===== src/rtl/game_pkg.sv =====
// Shared definitions for the box-striking game datapath.
//   game_state_e : sequencer states, encoded as presented on game_state
//   SENSOR_IDLE  : sensor/box code meaning "nothing struck"
//   TIME_W       : width of the seconds-remaining counter
package game_pkg;

  typedef enum logic [1:0] {
    LOBBY = 2'd0,
    PLAY  = 2'd1,
    OVER  = 2'd2
  } game_state_e;

  localparam int SENSOR_IDLE = 0;
  localparam int TIME_W      = 7;

endpackage


===== src/rtl/sensor_strike_sync.sv =====
// Brings the raw GPIO box code into the clock domain and turns it into
// single-cycle strike events.
//   clk_i          : system clock
//   rst_ni         : asynchronous active-low reset
//   sensor_i       : raw asynchronous box code (0 = idle)
//   strike_valid_o : high for one cycle when the synced code leaves idle
//   strike_box_o   : synced box code, meaningful while strike_valid_o is high
module sensor_strike_sync
  import game_pkg::*;
#(
  parameter int BOX_W = 3
) (
  input  logic             clk_i,
  input  logic             rst_ni,
  input  logic [BOX_W-1:0] sensor_i,
  output logic             strike_valid_o,
  output logic [BOX_W-1:0] strike_box_o
);

  logic [BOX_W-1:0] meta_q;
  logic [BOX_W-1:0] sync_q;
  logic [BOX_W-1:0] prev_q;

  always_ff @(posedge clk_i or negedge rst_ni) begin
    if (!rst_ni) begin
      meta_q <= '0;
      sync_q <= '0;
      prev_q <= '0;
    end else begin
      meta_q <= sensor_i;
      sync_q <= meta_q;
      prev_q <= sync_q;
    end
  end

  // Only the idle -> nonzero edge counts, so a held sensor strikes once.
  assign strike_valid_o = (sync_q != BOX_W'(SENSOR_IDLE)) &&
                          (prev_q == BOX_W'(SENSOR_IDLE));
  assign strike_box_o   = sync_q;

endmodule


===== src/rtl/whack_game_datapath.sv =====
// LOBBY/PLAY/OVER sequencer and scoring datapath for the box-striking game.
//   CLOCK_50    : system clock            resetn      : async active-low reset
//   start_game  : start / acknowledge     level       : difficulty, latched at start
//   sensor_addr : raw struck box code     rand_value  : LFSR value for target picks
//   target_box  : lit box (0 when idle)   score       : current score
//   time_left   : seconds remaining       game_state  : LOBBY=0 PLAY=1 OVER=2
//   hit_pulse / miss_pulse : one-cycle strike result strobes
//   play_sound  : hit sound enable        lobby_sound : high in LOBBY
//   game_over   : high in OVER
module whack_game_datapath
  import game_pkg::*;
#(
  parameter int N_BOXES      = 7,
  parameter int BOX_W        = 3,
  parameter int SCORE_W      = 11,
  parameter int GAME_SECONDS = 60,
  parameter int TICK_DIV     = 50_000_000,
  parameter int HOLD_CYCLES  = 100_000_000,
  parameter int SOUND_CYCLES = 12_500_000
) (
  input  logic               CLOCK_50,
  input  logic               resetn,
  input  logic               start_game,
  input  logic [1:0]         level,
  input  logic [BOX_W-1:0]   sensor_addr,
  input  logic [BOX_W-1:0]   rand_value,
  output logic [BOX_W-1:0]   target_box,
  output logic [SCORE_W-1:0] score,
  output logic [TIME_W-1:0]  time_left,
  output logic [1:0]         game_state,
  output logic               hit_pulse,
  output logic               miss_pulse,
  output logic               play_sound,
  output logic               lobby_sound,
  output logic               game_over
);

  localparam int TICK_W = (TICK_DIV > 1) ? $clog2(TICK_DIV) : 1;
  localparam int HOLD_W = (HOLD_CYCLES > 1) ? $clog2(HOLD_CYCLES) : 1;
  localparam int SND_W  = $clog2(SOUND_CYCLES + 1);

  game_state_e        state_q, state_d;
  logic [SCORE_W-1:0] score_q, score_d;
  logic [TIME_W-1:0]  time_q, time_d;
  logic [TICK_W-1:0]  tick_q, tick_d;
  logic [HOLD_W-1:0]  hold_q, hold_d;
  logic [SND_W-1:0]   sound_q, sound_d;
  logic [BOX_W-1:0]   target_q, target_d;
  logic [1:0]         level_q, level_d;
  logic               hit_q, miss_q;

  logic               strike_valid;
  logic [BOX_W-1:0]   strike_box;
  logic               in_play, hit, miss, tick_wrap, final_tick, hold_expire;
  logic [31:0]        hold_limit;

  sensor_strike_sync #(.BOX_W(BOX_W)) u_sync (
    .clk_i          (CLOCK_50),
    .rst_ni         (resetn),
    .sensor_i       (sensor_addr),
    .strike_valid_o (strike_valid),
    .strike_box_o   (strike_box)
  );

  // Out-of-range LFSR values fall back to box 1; never re-pick the box that
  // is already lit, so the player always sees the target move.
  function automatic logic [BOX_W-1:0] next_target(input logic [BOX_W-1:0] rnd,
                                                   input logic [BOX_W-1:0] cur);
    logic [BOX_W-1:0] cand;
    // rnd-1 wraps for rnd==0, so one unsigned compare covers 1..N_BOXES.
    cand = ((32'(rnd) - 32'd1) < 32'(N_BOXES)) ? rnd : BOX_W'(1);
    if (cand == cur) begin
      cand = (cur == BOX_W'(N_BOXES)) ? BOX_W'(1) : cur + BOX_W'(1);
    end
    return cand;
  endfunction

  assign in_play     = (state_q == PLAY);
  assign hit         = in_play && strike_valid && (strike_box == target_q);
  assign miss        = in_play && strike_valid && (strike_box != target_q);
  assign tick_wrap   = in_play && (tick_q == TICK_W'(TICK_DIV - 1));
  assign final_tick  = tick_wrap && (time_q == TIME_W'(1));
  // Each difficulty step halves how long a target stays lit.
  assign hold_limit  = (32'(HOLD_CYCLES) >> level_q) - 32'd1;
  assign hold_expire = in_play && (32'(hold_q) == hold_limit);

  // State register
  always_ff @(posedge CLOCK_50 or negedge resetn) begin
    if (!resetn) state_q <= LOBBY;
    else         state_q <= state_d;
  end

  // Next-state logic
  always_comb begin
    state_d = state_q;
    unique case (state_q)
      LOBBY:   if (start_game) state_d = PLAY;
      PLAY:    if (final_tick) state_d = OVER;
      OVER:    if (start_game) state_d = LOBBY;
      default: state_d = LOBBY;
    endcase
  end

  // State-decoded outputs
  always_comb begin
    game_state  = state_q;
    lobby_sound = (state_q == LOBBY);
    game_over   = (state_q == OVER);
  end

  // Datapath next values
  always_comb begin
    score_d  = score_q;
    time_d   = time_q;
    tick_d   = tick_q;
    hold_d   = hold_q;
    level_d  = level_q;
    target_d = target_q;
    // The sound keeps counting down in every state so it finishes after OVER.
    sound_d  = (sound_q != '0) ? sound_q - SND_W'(1) : sound_q;

    if ((state_q == LOBBY) && start_game) begin
      score_d  = '0;
      time_d   = TIME_W'(GAME_SECONDS);
      tick_d   = '0;
      hold_d   = '0;
      level_d  = level;
      target_d = next_target(rand_value, target_q);
    end else if (in_play) begin
      tick_d = tick_wrap ? '0 : tick_q + TICK_W'(1);
      if (tick_wrap) time_d = time_q - TIME_W'(1);

      // Strikes are scored even on the final tick.
      if (hit) begin
        if (score_q != {SCORE_W{1'b1}}) score_d = score_q + SCORE_W'(1);
        sound_d = SND_W'(SOUND_CYCLES);
      end else if (miss) begin
        if (score_q != '0) score_d = score_q - SCORE_W'(1);
      end

      // A hit coinciding with hold expiry reloads only once.
      if (hit || hold_expire) begin
        target_d = next_target(rand_value, target_q);
        hold_d   = '0;
      end else begin
        hold_d = hold_q + HOLD_W'(1);
      end

      if (final_tick) target_d = '0;
    end
  end

  always_ff @(posedge CLOCK_50 or negedge resetn) begin
    if (!resetn) begin
      score_q  <= '0;
      time_q   <= TIME_W'(GAME_SECONDS);
      tick_q   <= '0;
      hold_q   <= '0;
      sound_q  <= '0;
      target_q <= '0;
      level_q  <= '0;
      hit_q    <= 1'b0;
      miss_q   <= 1'b0;
    end else begin
      score_q  <= score_d;
      time_q   <= time_d;
      tick_q   <= tick_d;
      hold_q   <= hold_d;
      sound_q  <= sound_d;
      target_q <= target_d;
      level_q  <= level_d;
      hit_q    <= hit;
      miss_q   <= miss;
    end
  end

  assign target_box = target_q;
  assign score      = score_q;
  assign time_left  = time_q;
  assign hit_pulse  = hit_q;
  assign miss_pulse = miss_q;
  assign play_sound = (sound_q != '0);

endmodule


===== config.mk =====
export PLATFORM = sky130hd
export DESIGN_NAME = whack_game_datapath
export DESIGN_NICKNAME = d
export VERILOG_FILES = /design/src/rtl/game_pkg.sv /design/src/rtl/sensor_strike_sync.sv /design/src/rtl/whack_game_datapath.sv
export SDC_FILE = /design/constraint.sdc
export NUM_CORES = 1
export LEC_CHECK = 0
export BUFFER_PORTS_ARGS = -buffer_cell sky130_fd_sc_hd__clkbuf_2
export CORE_UTILIZATION = 61
export DETAILED_ROUTE_END_ITERATION = 8
export PLACE_DENSITY = 0.9
export SLEW_MARGIN = 15
export SYNTH_ARGS = -nofsm -noshare
export SYNTH_HDL_FRONTEND = slang
export SYNTH_SLANG_ARGS = --single-unit

===== constraint.sdc =====
create_clock -name CLOCK_50 -period 3.2 [get_ports CLOCK_50]
set_input_delay 0.16 -clock CLOCK_50 [delete_from_list [all_inputs] [get_ports CLOCK_50]]
set_output_delay 0.16 -clock CLOCK_50 [all_outputs]
set_load 0.1 [all_outputs]

== After elaboration in Yosys (flattened, before gate mapping) ==
Cells that the tools add are included.

* Bits in registers: 113
* RAM bits: 0
* Logic and storage cells: 91
* Memories: 0
* Memory bits (read-only): 0
* Output and inout bits: 28
* Bits in latches: 0

* Shift operators: 1
* $add $sub $neg: 9
* Bitwise gates (word level): 0
* Div/mod/pow operators: 0
* $mul: 0
* $lt $le $gt $ge: 1
* Mux-type cells: 30
* Reduce and logical (&&, ||, !) cells: 23
* Equality and inequality tests: 14

{| class="wikitable"
|+ Operators by type and width
! operator !! number
|-
| 2-to-1 mux 24 bit || 4
|-
| 2-to-1 mux 27 bit || 3
|-
| 2-to-1 mux 26 bit || 3
|-
| 2-to-1 mux 11 bit || 6
|-
| == test 27 x 32 -> 1 bit || 1
|-
| < comparator 32 x 3 -> 1 bit (second input constant) || 1
|-
| right shift 27 x 2 -> 32 bit (first input constant) || 1
|-
| subtractor 32 x 1 -> 32 bit (second input constant) || 1
|-
| adder 27 x 1 -> 27 bit (second input constant) || 1
|-
| adder 26 x 1 -> 26 bit (second input constant) || 1
|-
| == test 26 bit (second input constant) || 1
|-
| nonzero test 24 bit || 1
|-
| subtractor 24 x 1 -> 24 bit (second input constant) || 1
|-
| 2-to-1 mux 3 bit || 7
|-
| 2-to-1 mux 7 bit || 3
|-
| nonzero test 3 bit || 4
|-
| adder 11 x 1 -> 11 bit (second input constant) || 1
|-
| inequality test 11 bit (second input constant) || 1
|-
| nonzero test 11 bit || 1
|-
| subtractor 11 x 1 -> 11 bit (second input constant) || 1
|-
| logical AND 1 bit || 8
|-
| == test 7 x 1 -> 1 bit (second input constant) || 1
|-
| subtractor 7 x 1 -> 7 bit (second input constant) || 1
|-
| == test 3 bit || 2
|-
| other kinds (18) || 23
|}

== Longest topological paths before layout ==
* Word-level depth: 9
* Mapped depth: 12

== By module ==
From an unflattened synthesis, not the netlist that was laid out.

* Cells, all modules: 697
* Area, all modules: 6393.6 um2

{| class="wikitable"
|+ By module, submodules not included
! module !! cells each !! area an instance (um2) !! times used
|-
| whack_game_datapath || 686 || 6145.9 || 1
|-
| sensor_strike_sync || 11 || 247.7 || 1
|}

== Worst setup path before layout ==
Ideal clock, no wire load.

* Path kind: flip-flop to flip-flop
* Start: register state_q[1] (netlist: game_state[1])
* End: register tick_q[10]
* Slack: -0.392 ns
* Data required time: 3.068 ns
* Stages on the path, launching flop included: 7
* Arrival: 3.460 ns
* Cells stage by stage: dfrtp_1 > nor2_1 > nand2_1 > nand2b_1 > clkbuf_1 > buf_1 > nor2_1

{| class="wikitable"
|+ RTL lines
! item !! line !! text
|-
| start: declaration || whack_game_datapath.sv:42 || <nowiki>game_state_e state_q, state_d;</nowiki>
|-
| start signal: assignment || whack_game_datapath.sv:90 || <nowiki>else state_q <= state_d;</nowiki>
|-
| logical NOT 2 bit (*) || -- ||
|-
| via lobby_sound || whack_game_datapath.sv:34 || <nowiki>output logic lobby_sound,</nowiki>
|-
| logical AND 1 bit (*) || whack_game_datapath.sv:122 || <nowiki>if ((state_q == LOBBY) && start_game) begin</nowiki>
|-
| 2-to-1 mux 26 bit or nonzero test 2 bit (tied branches) || -- ||
|-
| end signal: assignment || whack_game_datapath.sv:167 || <nowiki>tick_q <= tick_d;</nowiki>
|-
| end: declaration || whack_game_datapath.sv:45 || <nowiki>logic [TICK_W-1:0] tick_q, tick_d;</nowiki>
|}

Mark *: on every way through the listed nets, which the timed path passes. The rest lies on a longest branch. The select of a mux whose other input is x is not followed.
A chain may end at the register's enable or synchronous reset.

== Worst setup path in the final report ==
* Start: register state_q[0] (netlist: game_state[0])
* End: register score_q[9] (netlist: score[9])

* Word-level cells in the longest chain between the ends: 6

{| class="wikitable"
|+ RTL lines
! item !! line !! text
|-
| == test 2 x 1 -> 1 bit || whack_game_datapath.sv:78 || <nowiki>assign in_play = (state_q == PLAY);</nowiki>
|-
| logical AND 1 bit || whack_game_datapath.sv:79, whack_game_datapath.sv:80 ||
|-
| logical AND 1 bit || whack_game_datapath.sv:79 || <nowiki>assign hit = in_play && strike_valid && (strike_box == target_q);</nowiki>
|-
| 2-to-1 mux 11 bit || whack_game_datapath.sv:134 || <nowiki>if (hit) begin</nowiki>
|-
| 2-to-1 mux 11 bit || whack_game_datapath.sv:129 || <nowiki>end else if (in_play) begin</nowiki>
|-
| 2-to-1 mux 11 bit || whack_game_datapath.sv:122 ||
|-
| end signal: assignment || whack_game_datapath.sv:165 || <nowiki>score_q <= score_d;</nowiki>
|-
| end: declaration || whack_game_datapath.sv:43 || <nowiki>logic [SCORE_W-1:0] score_q, score_d;</nowiki>
|}

Parallel ways exist; a longest one is shown, timed or not. The select of a mux whose other input is x is not followed.

==> run metrics <==
Iteration-0 DRC Markers 648; Final ANT Viol Nets 0; Clk pin slew, worst setup/hold paths roughly 0.05 ns; Sequential cell area 2840 um2; CTS Buffer Depth 2; Worst-Skew Late Latency 0.52 ns; WS Path Type flop to flop; crit path cell chain nor2b_1 -> o311ai_1 -> or2_4 -> ha_1 -> a21oi_1 -> o2111ai_1 -> o21ai_0 -> a21boi_0 -> or3_1 -> a32o_1; worst-margin pin slew 0.665 ns; wire length per cell 18.9 um; Detailed Place HPWL 10700 um; vias in the first global route 5753; fin. max-slew vios 0; final cell count without fillers 880; pin count of the biggest net entering global routing 46; CTS tree yes; Yosys reg bits about 110; critical path's slowest cell dfrtp_4; minimum clock period between 3 and 4 ns; Net Count, Synth 720; Ant. Diodes 0; Inst Count DP ~840; Initial Utilization 64.1%; Mean Syn Cell Area approximately 9 um2; Tot Pwr between 6 and 7 mW; P&R area growth vs syn 16.2%; PwrDens 921 nW/um2; max_cap viols 0; first-pass GRT wire length 28200 um; row count 36; Synth area leader dfrtp_1; startpoint types flop; initial antenna violation count 0; Top FF cell, synth dfrtp_1; Synth Instances 689; skew final between 0.005 and 0.006 ns; clock root buffer master clkbuf_8; worst slack, placed 0.136 ns; Port Buffers 38; HP Class primary input to flop; routed vias/inst 6.67; RSZ-0062 raised after global routing false; cts bufs inserted 17; VDD IR max 0.000573 V; Yosys top cell area share a little over two fifths; First-pass DRT Iterations 5; CP peak stage delay 0.47 ns; io pins 39; top cells by area, synth dfrtp_1, nand2_1, ha_1; sequential element share of the synthesized area approximately 44%; vias just under 6000; status complete, no violations; Max FO, Critical Path 10; DRC viols 0; final setup fails 0; CTS Sinks 113; Hold Violations, Final 0; Final Cycle Share 96.3%; Yosys Warn Count 0; Final nets 765; Yosys cell types 69; drt total wl about 17000 um; Routability Congestion 0.924; Sum Neg Setup Slack 0 ns; Core Footprint 9950 um2; die outline area 10900 um2; Post-synth EDFFs 0; WP data required 3.61 ns; GRT Total Usage 32.6%; H-tree levels 4; ys async rst share 100%; fin util 74.5%; Fill cells 611; Die H 104 um; Worst EP arrival 3.49 ns; post-route setup slack 0.118 ns; share of post-route cells with drive strength above 1 14.6%; grt ovf 0; Max-Slew Margin vs Limit 55.7%; Die X between 100 and 150 um; critical path endpoint category flop; fmax 325 MHz; Multi-input gate area 3340 um2; Synth Cell Area 6380 um2; family with the most delay on the worst path compound AO/OA/AOI/OAI gates; Buf/Inv on CP 0; Pleak 3.14 nW; Post-CTS Setup Repair Bufs 0
## logic make-up (layout without fill, tap and decap cells)
| family | after synthesis | count (layout) | share of synthesized area (%) |
|---|---|---|---|
| xor gates and xnor gates | 48 | 48 | 6.59 |
| buffers and inverters | 52 | 110 | 3.59 |
| and+or+nand+nor | 309 | 309 | 25.5 |
| DFF | 113 | 113 | 44.4 |
| AOI/OAI and AO/OA | 137 | 137 | 14.3 |
| adders and majority gates | 20 | 20 | 4.04 |
| muxes | 10 | 10 | 1.59 |
## power by group
part	leakage, nW	internal [mW]	switching, mW
combinational	1.42	0.808	1.59
sequential	1.41	1.84	0.553
clock	0.308	1.38	0.656
total	3.14	4.03	2.80
## cell usage after synthesis, types with 5 or more instances
| cell type | instances |
|---|---|
| or4_1 | 6 |
| inv_1 | 18 |
| mux2i_1 | 9 |
| a31oi_1 | 20 |
| o22ai_1 | 5 |
| and2_1 | 8 |
| xor2_1 | 26 |
| or3_1 | 14 |
| nor4_1 | 10 |
| and4_1 | 6 |
| o31ai_1 | 15 |
| nor2b_1 | 6 |
| nand2b_1 | 7 |
| nor2_1 | 59 |
| nand4_1 | 26 |
| xnor2_1 | 22 |
| nand3_1 | 42 |
| o21ai_0 | 33 |
| a21oi_1 | 24 |
| o311ai_0 | 8 |
| nor3_1 | 13 |
| ha_1 | 19 |
| buf_2 | 7 |
| and3_1 | 11 |
| clkbuf_1 | 21 |
| dfrtp_1 | 109 |
| nand2_1 | 73 |
## sequential cells by signal, summed over array words and instances, names as in the netlist
register and flops:
tick_q 26, score 11, hit_pulse 1, u_sync.meta_q 3, miss_pulse 1, level_q 2, time_left 7, target_box 3
u_sync.strike_box_o 3, sound_q 24, u_sync.prev_q 3, hold_q 27, game_state 2
## worst register-to-register path, cell delays in order, from the launching register on
cell	delay, ns
dfrtp_4	0.47
nor2b_1	0.23
o311ai_1	0.22
or2_4	0.35
ha_1	0.36
a21oi_1	0.21
o2111ai_1	0.20
o21ai_0	0.24
a21boi_0	0.14
or3_1	0.33
a32o_1	0.22
## repair_timing
item                                    4_1_cts  5_1_grt
endpoints found under the setup margin        0        3
hold endpoints to repair                     49        0
hold buffers                                  7        0
gates resized for setup                       0        4
## final cells by class
class                   instances  area share [%]
repair buffers                 59            4.96
clock inverters                11            2.50
clock buffers                  21            6.05
flip-flops and latches        113            38.3
multi-input cells             524            45.0
inverters                      19           0.961
well taps                     133            2.24
## layer usage
layer	GRT usage [%]	vias up	wire length, um
met3	8.27	66	1190
met1	41.0	2889	6640
met2	53.0	308	8290
li1	-	2610	-
met5	0	-	0
met4	14.6	0	544
## per-stage QoR
step | instance area [um2] | hold WS (ns)
floorplan | 6390 | -0.136
global placement | 6710 | 0.192
detailed placement | 6710 | 0.195
CTS | 7410 | 0.129
global route | 7420 | 0.149
finish | 7420 | 0.156
## worst paths after layout
| path | start | endpoint | slack, ns | cells after the start |
|---|---|---|---|---|
| max | game_state[0]$_DFFE_PN0P_ | score[9]$_DFFE_PN0P_ | 0.12 | 10 |
| min | rand_value[2] | target_box[2]$_DFFE_PN0P_ | 0.16 | 4 |
| max reg2reg | game_state[0]$_DFFE_PN0P_ | score[9]$_DFFE_PN0P_ | 0.12 | 10 |
| min reg2reg | u_sync.meta_q[0]$_DFF_PN0_ | u_sync.strike_box_o[0]$_DFF_PN0_ | 0.37 | 0 |
| max in group asynchronous | resetn | score[6]$_DFFE_PN0P_ | 2.03 | 3 |
| min in group asynchronous | resetn | hold_q[22]$_DFFE_PN0P_ | 0.21 | 2 |
## layout by cell type, fill, tap and decap left out, types with 9 or more instances in the layout
cell type	count
a21oi_1	23
a31oi_1	20
and3_1	11
buf_4	15
clkbuf_16	16
clkbuf_2	36
dfrtp_1	104
ha_1	19
inv_1	18
mux2i_1	9
nand2_1	73
nand3_1	42
nand4_1	26
nor2_1	59
nor3_1	13
nor4_1	10
o21ai_0	32
o31ai_1	15
or3_1	14
xnor2_1	22
xor2_1	26
No activity file was read; power rests on OpenSTA's default activity.
